`config.mk`:
```
export PLATFORM = sky130hd
export DESIGN_NAME = dual_ram_bist_master
export DESIGN_NICKNAME = d
export VERILOG_FILES = /design/src/rtl/dual_ram_bist_master.sv
export SDC_FILE = /design/constraint.sdc
export NUM_CORES = 1
export LEC_CHECK = 0
export CAP_MARGIN = 40
export CORE_UTILIZATION = 53
export DETAILED_ROUTE_END_ITERATION = 12
export PLACE_DENSITY = 0.84
export SLEW_MARGIN = 20
export SYNTH_ARGS = -nofsm -noshare
export SYNTH_HDL_FRONTEND = slang
export SYNTH_SLANG_ARGS = --single-unit
```
`constraint.sdc`:
```
create_clock -name clk -period 6.5 [get_ports clk]
set_input_delay 1.3 -clock clk [delete_from_list [all_inputs] [get_ports clk]]
set_output_delay 1.3 -clock clk [all_outputs]
set_load 0.005 [all_outputs]
```
`src/rtl/dual_ram_bist_master.sv`:
```
// -----------------------------------------------------------------------------
// dual_ram_bist_master
//
// Self-test initiator for a dual-port synchronous RAM. Port A is used only as
// the writer and port B only as the reader. A run consists of two passes.
// Each pass writes every address through port A with the pattern
//   exp(a,p) = a[DATA_W-1:0] ^ {DATA_W{p}}
// and then reads every address back through port B, comparing each word with
// the expected value. The block reports the mismatch count, a pass flag and
// the address and pass index of the first mismatch.
//
// Ports:
//   clk, rst          clock; asynchronous active-high reset
//   start             level, accepted only in IDLE
//   we_a, oe_a        port A write enable / output enable (oe_a tied 0)
//   addr_a, wdata_a   port A address / write data
//   we_b, oe_b        port B write enable (tied 0) / output enable
//   addr_b, wdata_b   port B address / write data (tied 0)
//   rdata_b           port B read data, registered by the RAM (1-cycle latency)
//   busy              high in every state except IDLE
//   done              one-cycle pulse in the DONE state
//   pass              last run finished with zero mismatches
//   err_count         mismatches in the last run
//   first_fail_addr   address of the first mismatch of the last run
//   first_fail_pass   pass index of the first mismatch of the last run
// -----------------------------------------------------------------------------
module dual_ram_bist_master #(
  parameter int ADDR_W = 4,
  parameter int DATA_W = 2
) (
  input  logic              clk,
  input  logic              rst,
  input  logic              start,
  output logic              we_a,
  output logic              oe_a,
  output logic [ADDR_W-1:0] addr_a,
  output logic [DATA_W-1:0] wdata_a,
  output logic              we_b,
  output logic              oe_b,
  output logic [ADDR_W-1:0] addr_b,
  output logic [DATA_W-1:0] wdata_b,
  input  logic [DATA_W-1:0] rdata_b,
  output logic              busy,
  output logic              done,
  output logic              pass,
  output logic [ADDR_W+1:0] err_count,
  output logic [ADDR_W-1:0] first_fail_addr,
  output logic              first_fail_pass
);

  typedef enum logic [2:0] {
    IDLE,
    WRITE,
    READ,
    DRAIN,
    DONE
  } state_t;

  state_t            state;
  state_t            state_nxt;
  logic [ADDR_W-1:0] cnt;       // shared write/read address counter
  logic              pidx;      // current pass index
  logic              valid_d;   // a read was issued last cycle
  logic [DATA_W-1:0] exp_d;     // expected data for that read
  logic [ADDR_W-1:0] addr_d;    // address of that read
  logic              pass_r;
  logic              mismatch;
  logic [ADDR_W+1:0] err_next;
  logic              cnt_max;

  function automatic logic [DATA_W-1:0] exp_pat(input logic [ADDR_W-1:0] a,
                                                input logic              p);
    return a[DATA_W-1:0] ^ {DATA_W{p}};
  endfunction

  assign cnt_max  = &cnt;
  assign mismatch = valid_d && (rdata_b != exp_d);
  assign err_next = err_count + (ADDR_W+2)'(mismatch);

  // Next-state and Moore outputs.
  always_comb begin
    // NOTE: every signal gets a default before the case so no path leaves
    // one unassigned, which would otherwise infer a latch.
    state_nxt = state;
    we_a      = 1'b0;
    addr_a    = '0;
    wdata_a   = '0;
    oe_b      = 1'b0;
    addr_b    = '0;
    unique case (state)
      IDLE: begin
        if (start) state_nxt = WRITE;
      end
      WRITE: begin
        we_a    = 1'b1;
        addr_a  = cnt;
        wdata_a = exp_pat(cnt, pidx);
        if (cnt_max) state_nxt = READ;
      end
      READ: begin
        oe_b   = 1'b1;
        addr_b = cnt;
        if (cnt_max) state_nxt = DRAIN;
      end
      DRAIN: begin
        // Counter has already wrapped; keep the last address on the port
        // while the final registered read is compared.
        oe_b      = 1'b1;
        addr_b    = '1;
        state_nxt = pidx ? DONE : WRITE;
      end
      DONE: begin
        state_nxt = IDLE;
      end
      default: state_nxt = IDLE;
    endcase
  end

  assign oe_a    = 1'b0;
  assign we_b    = 1'b0;
  assign wdata_b = '0;
  assign busy    = (state != IDLE);
  assign done    = (state == DONE);
  assign pass    = pass_r;

  always_ff @(posedge clk or posedge rst) begin
    if (rst) begin
      state           <= IDLE;
      cnt             <= '0;
      pidx            <= 1'b0;
      valid_d         <= 1'b0;
      exp_d           <= '0;
      addr_d          <= '0;
      pass_r          <= 1'b0;
      err_count       <= '0;
      first_fail_addr <= '0;
      first_fail_pass <= 1'b0;
    end else begin
      // NOTE: non-blocking assignments so every register samples the values
      // from before this edge, independent of statement order.
      state <= state_nxt;

      // Align expected data/address with the RAM's one-cycle read latency.
      valid_d <= (state == READ);
      exp_d   <= exp_pat(cnt, pidx);
      addr_d  <= cnt;

      unique case (state)
        IDLE: begin
          if (start) begin
            cnt             <= '0;
            pidx            <= 1'b0;
            pass_r          <= 1'b0;
            err_count       <= '0;
            first_fail_addr <= '0;
            first_fail_pass <= 1'b0;
          end
        end
        WRITE, READ: cnt <= cnt + 1'b1;  // wraps to 0 on the terminal count
        DRAIN: begin
          if (!pidx) pidx <= 1'b1;
          // The last comparison lands here, so fold it in before DONE.
          else       pass_r <= (err_next == '0);
        end
        default: ;
      endcase

      // Mismatches occur only in READ/DRAIN, never alongside the IDLE clear.
      if (mismatch) begin
        err_count <= err_next;
        if (err_count == '0) begin
          first_fail_addr <= addr_d;
          first_fail_pass <= pidx;
        end
      end
    end
  end

endmodule

```
Word level (Yosys, flattened, before mapping):

Cells that the tools add are included.

* add/subtract/negate cells: 2
* multiply operators: 0
* divide/modulo/power cells: 0
* $lt $le $gt $ge: 0
* eq/ne operators: 9
* shifts and indexed selects: 0
* mux-type cells: 27
* bitwise operators: 1
* reductions and logical operators: 17

Operators with widths (number)
* $mux 4: 6
* $mux 6: 3
* $pmux 4 s2: 2
* $logic_not 6->1: 2
* $mux 3: 4
* $pmux 3 s4: 1
* $mux 1: 8
* $ne 2x2->1 const B: 4
* $reduce_bool 2->1: 4
* $add 6x1->6: 1
* $eq 3x2->1 const B: 2
* $reduce_and 2->1: 3
* $reduce_and 3->1: 2
* $add 4x1->4 const B: 1
* $pmux 1 s2: 2
* $reduce_and 4->1: 1
* $reduce_or 2->1: 2
* $eq 3x1->1 const B: 1
* $eq 3x3->1 const B: 1
* $logic_not 3->1: 1
* $reduce_bool 3->1: 1
* $mux 2: 1
* $ne 2x2->1: 1
* $xor 2x2->2: 1
* $logic_and 1x1->1: 1

* bits in registers: 27
* latch bits: 0
* RAM bits: 0
* ROM bits: 0
* input bits: 5
* output and inout bits: 30
* word-level logic and storage cells: 66
* memories kept: 0

Longest topological paths before layout:

* depth in word-level cells: 6
* depth in mapped cells: 10
* gate-level depth less buffers: 9

Worst setup path after synthesis:

No wires, ideal clock.

* path type: input-to-reg
* from: input rdata_b[1]
* to: register pass_r (netlist: pass)
* setup time: 95 ps
* data arrival time: 2973 ps
* required time: 6405 ps
* path slack: 3432 ps
* stages on the path: 9
* buffers on the path: 1
* path through: xor2_1 -> o21ai_0 -> buf_2 -> inv_1 -> ha_1 -> ha_1 -> nor4bb_1 -> nand4_1 -> o31ai_1

* cells in the longest elaborated chain, start to end: 6

RTL lines
* start, declared: line 42 `input logic [DATA_W-1:0] rdata_b,`
* $ne 2x2->1: line 77 `assign mismatch = valid_d && (rdata_b != exp_d);`
* $logic_and 1x1->1: line 77
* $add 6x1->6: line 78 `assign err_next = err_count + (ADDR_W+2)'(mismatch);`
* $logic_not 6->1: line 163 `else pass_r <= (err_next == '0);`
* $mux 1: line 161 `if (!pidx) pidx <= 1'b1;`
* $pmux 1 s2: line 148 `unique case (state)`
* end signal, assigned: line 163
* end, declared: line 66 `logic pass_r;`

No other way between the ends. The select of a mux whose other input is x is not followed.
A chain may end at the register's enable or synchronous reset.

Final worst setup path:

Same ends and word-level chain as after synthesis.

==> flow_results.org <==
** Final layout
- After the last flow step, the layout net total stands at 198.
- Measured on the finished design, the core utilization comes to 71.1%.
- Compared with the post-synthesis result, the final layout area differs by 22.4%.
- The repair_antennas step left the layout with diodes totalling 0.
- Share of final-layout standard cells stronger than drive strength 1 :: 5.32%
- Once layout is done, the placed cells without fillers occupy 1830 µm².

** Synth
- Counting flops with a built-in enable in the synthesized netlist gives 0.
- Area of the mapped netlist :: 1490 µm²
- Fraction of the yosys area taken by sequential cells :: 45.3%
- Synth Flop Type :: sky130_fd_sc_hd__dfrtp_1
- Counting distinct cell types in the post-synthesis netlist gives 37.
- Total of flip-flops plus latches after synthesis :: 27
- The Yosys step of the flow raised 0 warnings.
- Share of flip-flops with an asynchronous set or reset :: 100%
- Mean instance size in the synthesized netlist :: 9.21 µm²
- After technology mapping, the gate count stands at 162.

** Clock network
- H-tree lvl count :: 1
- At the later pin of the worst-skew pair, clock insertion delay measures 0.33 ns.
- Clock tree from TritonCTS :: done
- Buffers inserted to repair hold after CTS numbered 0.
- Number of buffers added for setup after CTS :: 0
- In this run, CTS created clock tree buffers numbering 3.
- Clock sink count :: 27
- The tree is rooted in a sky130_fd_sc_hd__clkbuf_4.
- Max Buffers Root-to-Sink :: 2
- Post_cts resized :: 0
- Worst-path clk slew :: 0.14 ns

** Setup path
- Broken down by cell family, the worst path's largest delay share belongs to buffers and inverters.
- Largest fanout of any net on the critical path :: 7
- Sort of element at the start of the critical path :: input port
- Number of buffers and inverters on the critical path :: 3
- Worst Reg2Reg Path Length in Cells :: 9
- Worst setup path startpoint :: rdata_b[1]
- CP dominant cell by count :: sky130_fd_sc_hd__ha_1
- Crit path DAT :: 3.84 ns
- The slowest stage of the critical path is the sky130_fd_sc_hd__o21ai_0 cell.
- Counting buffers and inverters, the worst setup path is 10 cells deep.
- Worst path cell trace :: clkdlybuf4s50_1 > xor2_1 > o21ai_0 > buf_2 > inv_1 > ha_1 > ha_1 > nor4bb_1 > nand4_1 > o31ai_1
- Required arrival time at the worst endpoint :: 6.75 ns
- Start-to-end type of the worst setup path :: input port to register
- The worst register-to-register path begins at exp_d[1].
- Following the worst setup path forward leads to its endpoint at pass.
- R2R Setup Slk :: 3.88 ns
- Setup crit end kind :: register
- CP peak stage delay :: 0.47 ns
- Endpoint of the worst register-to-register path :: pass

** STA
- For the pin with the worst max-slew slack, the measured transition is 0.781 ns.
- Setup repair after global routing missed its margin :: no
- Measured against its own limit, the worst slew margin works out to 48.0%.
- After routing, the total negative slack on setup checks comes to 0 ns.
- The total count of max-transition violations in the final report was 0.
- The worst path meets setup with 2.91 ns of slack.
- Part of the cycle the worst path needs :: 55.3%
- Number of hold-slack violations in the final timing report :: 0
- Number of endpoints failing setup at the final stage :: 0
- Final hold analysis gives a worst-case slack of 0.505 ns.
- Based on the critical path, the design can be clocked at up to 278 MHz.
- Post-route clock skew :: 0.00692 ns
- Final critical-path required period :: 3.59 ns

** Run
- Across the run, the number of max-cap violations was 0.

** Global routing
- Global routing used 40.4% of the available met2 tracks.
- GRT met1 Usage :: 28.4%
- Overflow after GRT :: 0
- Entering global routing, the biggest net connects 30 pins.
- Initial antenna violation count :: 0
- Number of global-route vias before repair :: 1127
- Highest-utilization routing layer at the global route stage :: met2
- The first global-routing pass estimated 4930 µm of wire.
- In the global route stage, met3 resource usage came out at 2.46%.
- Across every metal layer, demand over resource in global routing totals 22.8%.

** Route
- Post-route DRC :: 0
- Dividing the detail-routed wire length by the instance count gives 13.9 µm.
- Routed WL :: 3030 µm
- Pre-antenna DRT Iters :: 5
- Iter 0 DRT Violations :: 21
- Remaining antenna violation count after routing :: 0
- Across all layers, the routed design uses 1233 vias.
- Using the TritonRoute via totals, the vias-per-cell ratio works out to 5.66.

** Placement
- Placement-stage cell area :: 1800 µm²
- Number of port buffers :: 30
- Placer's final routability congestion estimate :: 0.817
- Post-DP HPWL :: 2210 µm
- Timing analysis after detailed placement gives a worst setup slack of 2.56 ns.

** Floorplanning
- Die Footprint :: 3030 µm²
- Starting utilization of the core area :: 58.1%
- In this run the count of I/O pins placed on the die edge is 35.
- Std cell rows :: 18
- X dimension of the die :: 55.0 µm
- After floorplanning, the core was sized to cover 2570 µm².
- The floorplan step set the die height to 55.0 µm.

** Pwr
- Relative contribution of the clock network to total power :: 16.6%
- The analysis attributes to cell leakage a power of 0.871 nW.
- Relative contribution of combinational cells to total power :: 32.6%
- Power spread over the standard cell area amounts to 242 nW/µm².
- Net switching is 30.5% of the power.
- Internal power :: 0.307 mW
- Switching power :: 0.134 mW
- Per report_power, the sequential group accounts for 50.8% of the total.
- VDD IR max :: 0.183 mV

** Min path
- Type of the worst min-delay path :: register to register

** Status
- Result of the run :: finished clean
## layout make-up
type	count	area, µm²
Inverter	15	56.3
Clock buffer	4	26.3
Fill cell	201	742
Timing Repair Buffer	32	333
Multi-Input combinational cell	110	697
Sequential cell	27	676
Tap cell	30	37.5
## power by group through the flow
stage / logic, mW / registers (mW) / clock network [mW]
after detailed placement: 0.144 / 0.228 / 0
after global routing: 0.161 / 0.229 / 0.0802
after global placement: 0.136 / 0.224 / 0
after floorplan: 0.0709 / 0.225 / 0
after CTS: 0.145 / 0.224 / 0.0743
final: 0.144 / 0.224 / 0.0734
## stage by stage
stage	total power, mW	instances
CTS	0.444	218
floorplan	0.296	165
global placement	0.360	212
detailed placement	0.372	214
global route	0.470	218
finish	0.441	218
## flip-flops by register name, summed over array words and instances (netlist names), 2 cells and up
register         flops
addr_d               4
state                3
exp_d                2
err_count            6
cnt                  4
first_fail_addr      4
## metal layers
layer / share of wire, % / vias to the layer above
li1: - / 589
met1: 45 / 603
met2: 49 / 39
met3: 4.5 / 2
met4: 0.92 / 0
met5: 0 / -
## kinds of logic after synthesis
kind of cell | after synthesis | share of synthesized area (%)
AND/OR/NAND/NOR | 59 | 20.4
AO/OA/AOI/OAI | 27 | 11.7
adder cells (fa/ha/maj) | 4 | 3.36
flip-flops | 27 | 45.3
other | 1 | 0.251
XOR/XNOR | 7 | 4.11
buffers and inverters | 28 | 8.72
multiplexers | 9 | 6.21
## cell usage after synthesis (all sizes together) (2+ instances only)
cell type	instances	share of area, %
a21o	2	1.0
nand2	10	2.5
ha	4	3.4
o21ai	7	2.3
dfrtp	27	45
clkbuf	6	1.5
xor2	6	3.5
buf	7	3.4
o21a	2	1.0
nor3	2	0.67
a21oi	7	2.3
mux2	2	1.5
inv	15	3.8
nand4	2	0.84
mux2i	7	4.7
nor2b	2	0.84
nand3b	2	1.0
or3	3	1.3
nand2b	3	1.3
o31ai	2	1.0
nand3	9	3.0
and3	7	2.9
nor2	16	4.0
## how the worst min path moves through the flow
stage | from | to | slack [ns] | depth (start not counted)
after global routing | addr_d[3] | first_fail_addr[3] | 0.54 | 2
after global placement | pass | pass | 0.47 | 2
after detailed placement | pass | pass | 0.49 | 2
after floorplan | cnt[2] | addr_d[2] | 0.35 | 0
after CTS | addr_d[0] | first_fail_addr[0] | 0.51 | 2
final | addr_d[0] | first_fail_addr[0] | 0.51 | 2
## worst min-delay path, cell delays in order, from the launching register on
cell,delay [ns]
sky130_fd_sc_hd__dfrtp_1,0.39
sky130_fd_sc_hd__inv_1,0.05
sky130_fd_sc_hd__mux2i_1,0.05
## cell usage in the layout (no fill, tap or decap), drive strengths merged, types with 2 or more instances in the layout
cell	Yosys	routed
mux2	2	2
nand3b	2	2
nand3	9	9
xor2	6	6
nand2	10	10
o21a	2	2
buf	7	2
a21o	2	2
ha	4	4
clkdlybuf4s50	0	30
nor2b	2	2
and3	7	7
a21oi	7	7
conb	1	4
clkbuf	6	4
nor2	16	16
mux2i	7	7
nand2b	3	3
o21ai	7	7
inv	15	15
dfrtp	27	27
o31ai	2	2
nor3	2	2
nand4	2	2
or3	3	3
No activity file was read; power rests on OpenSTA's default activity.
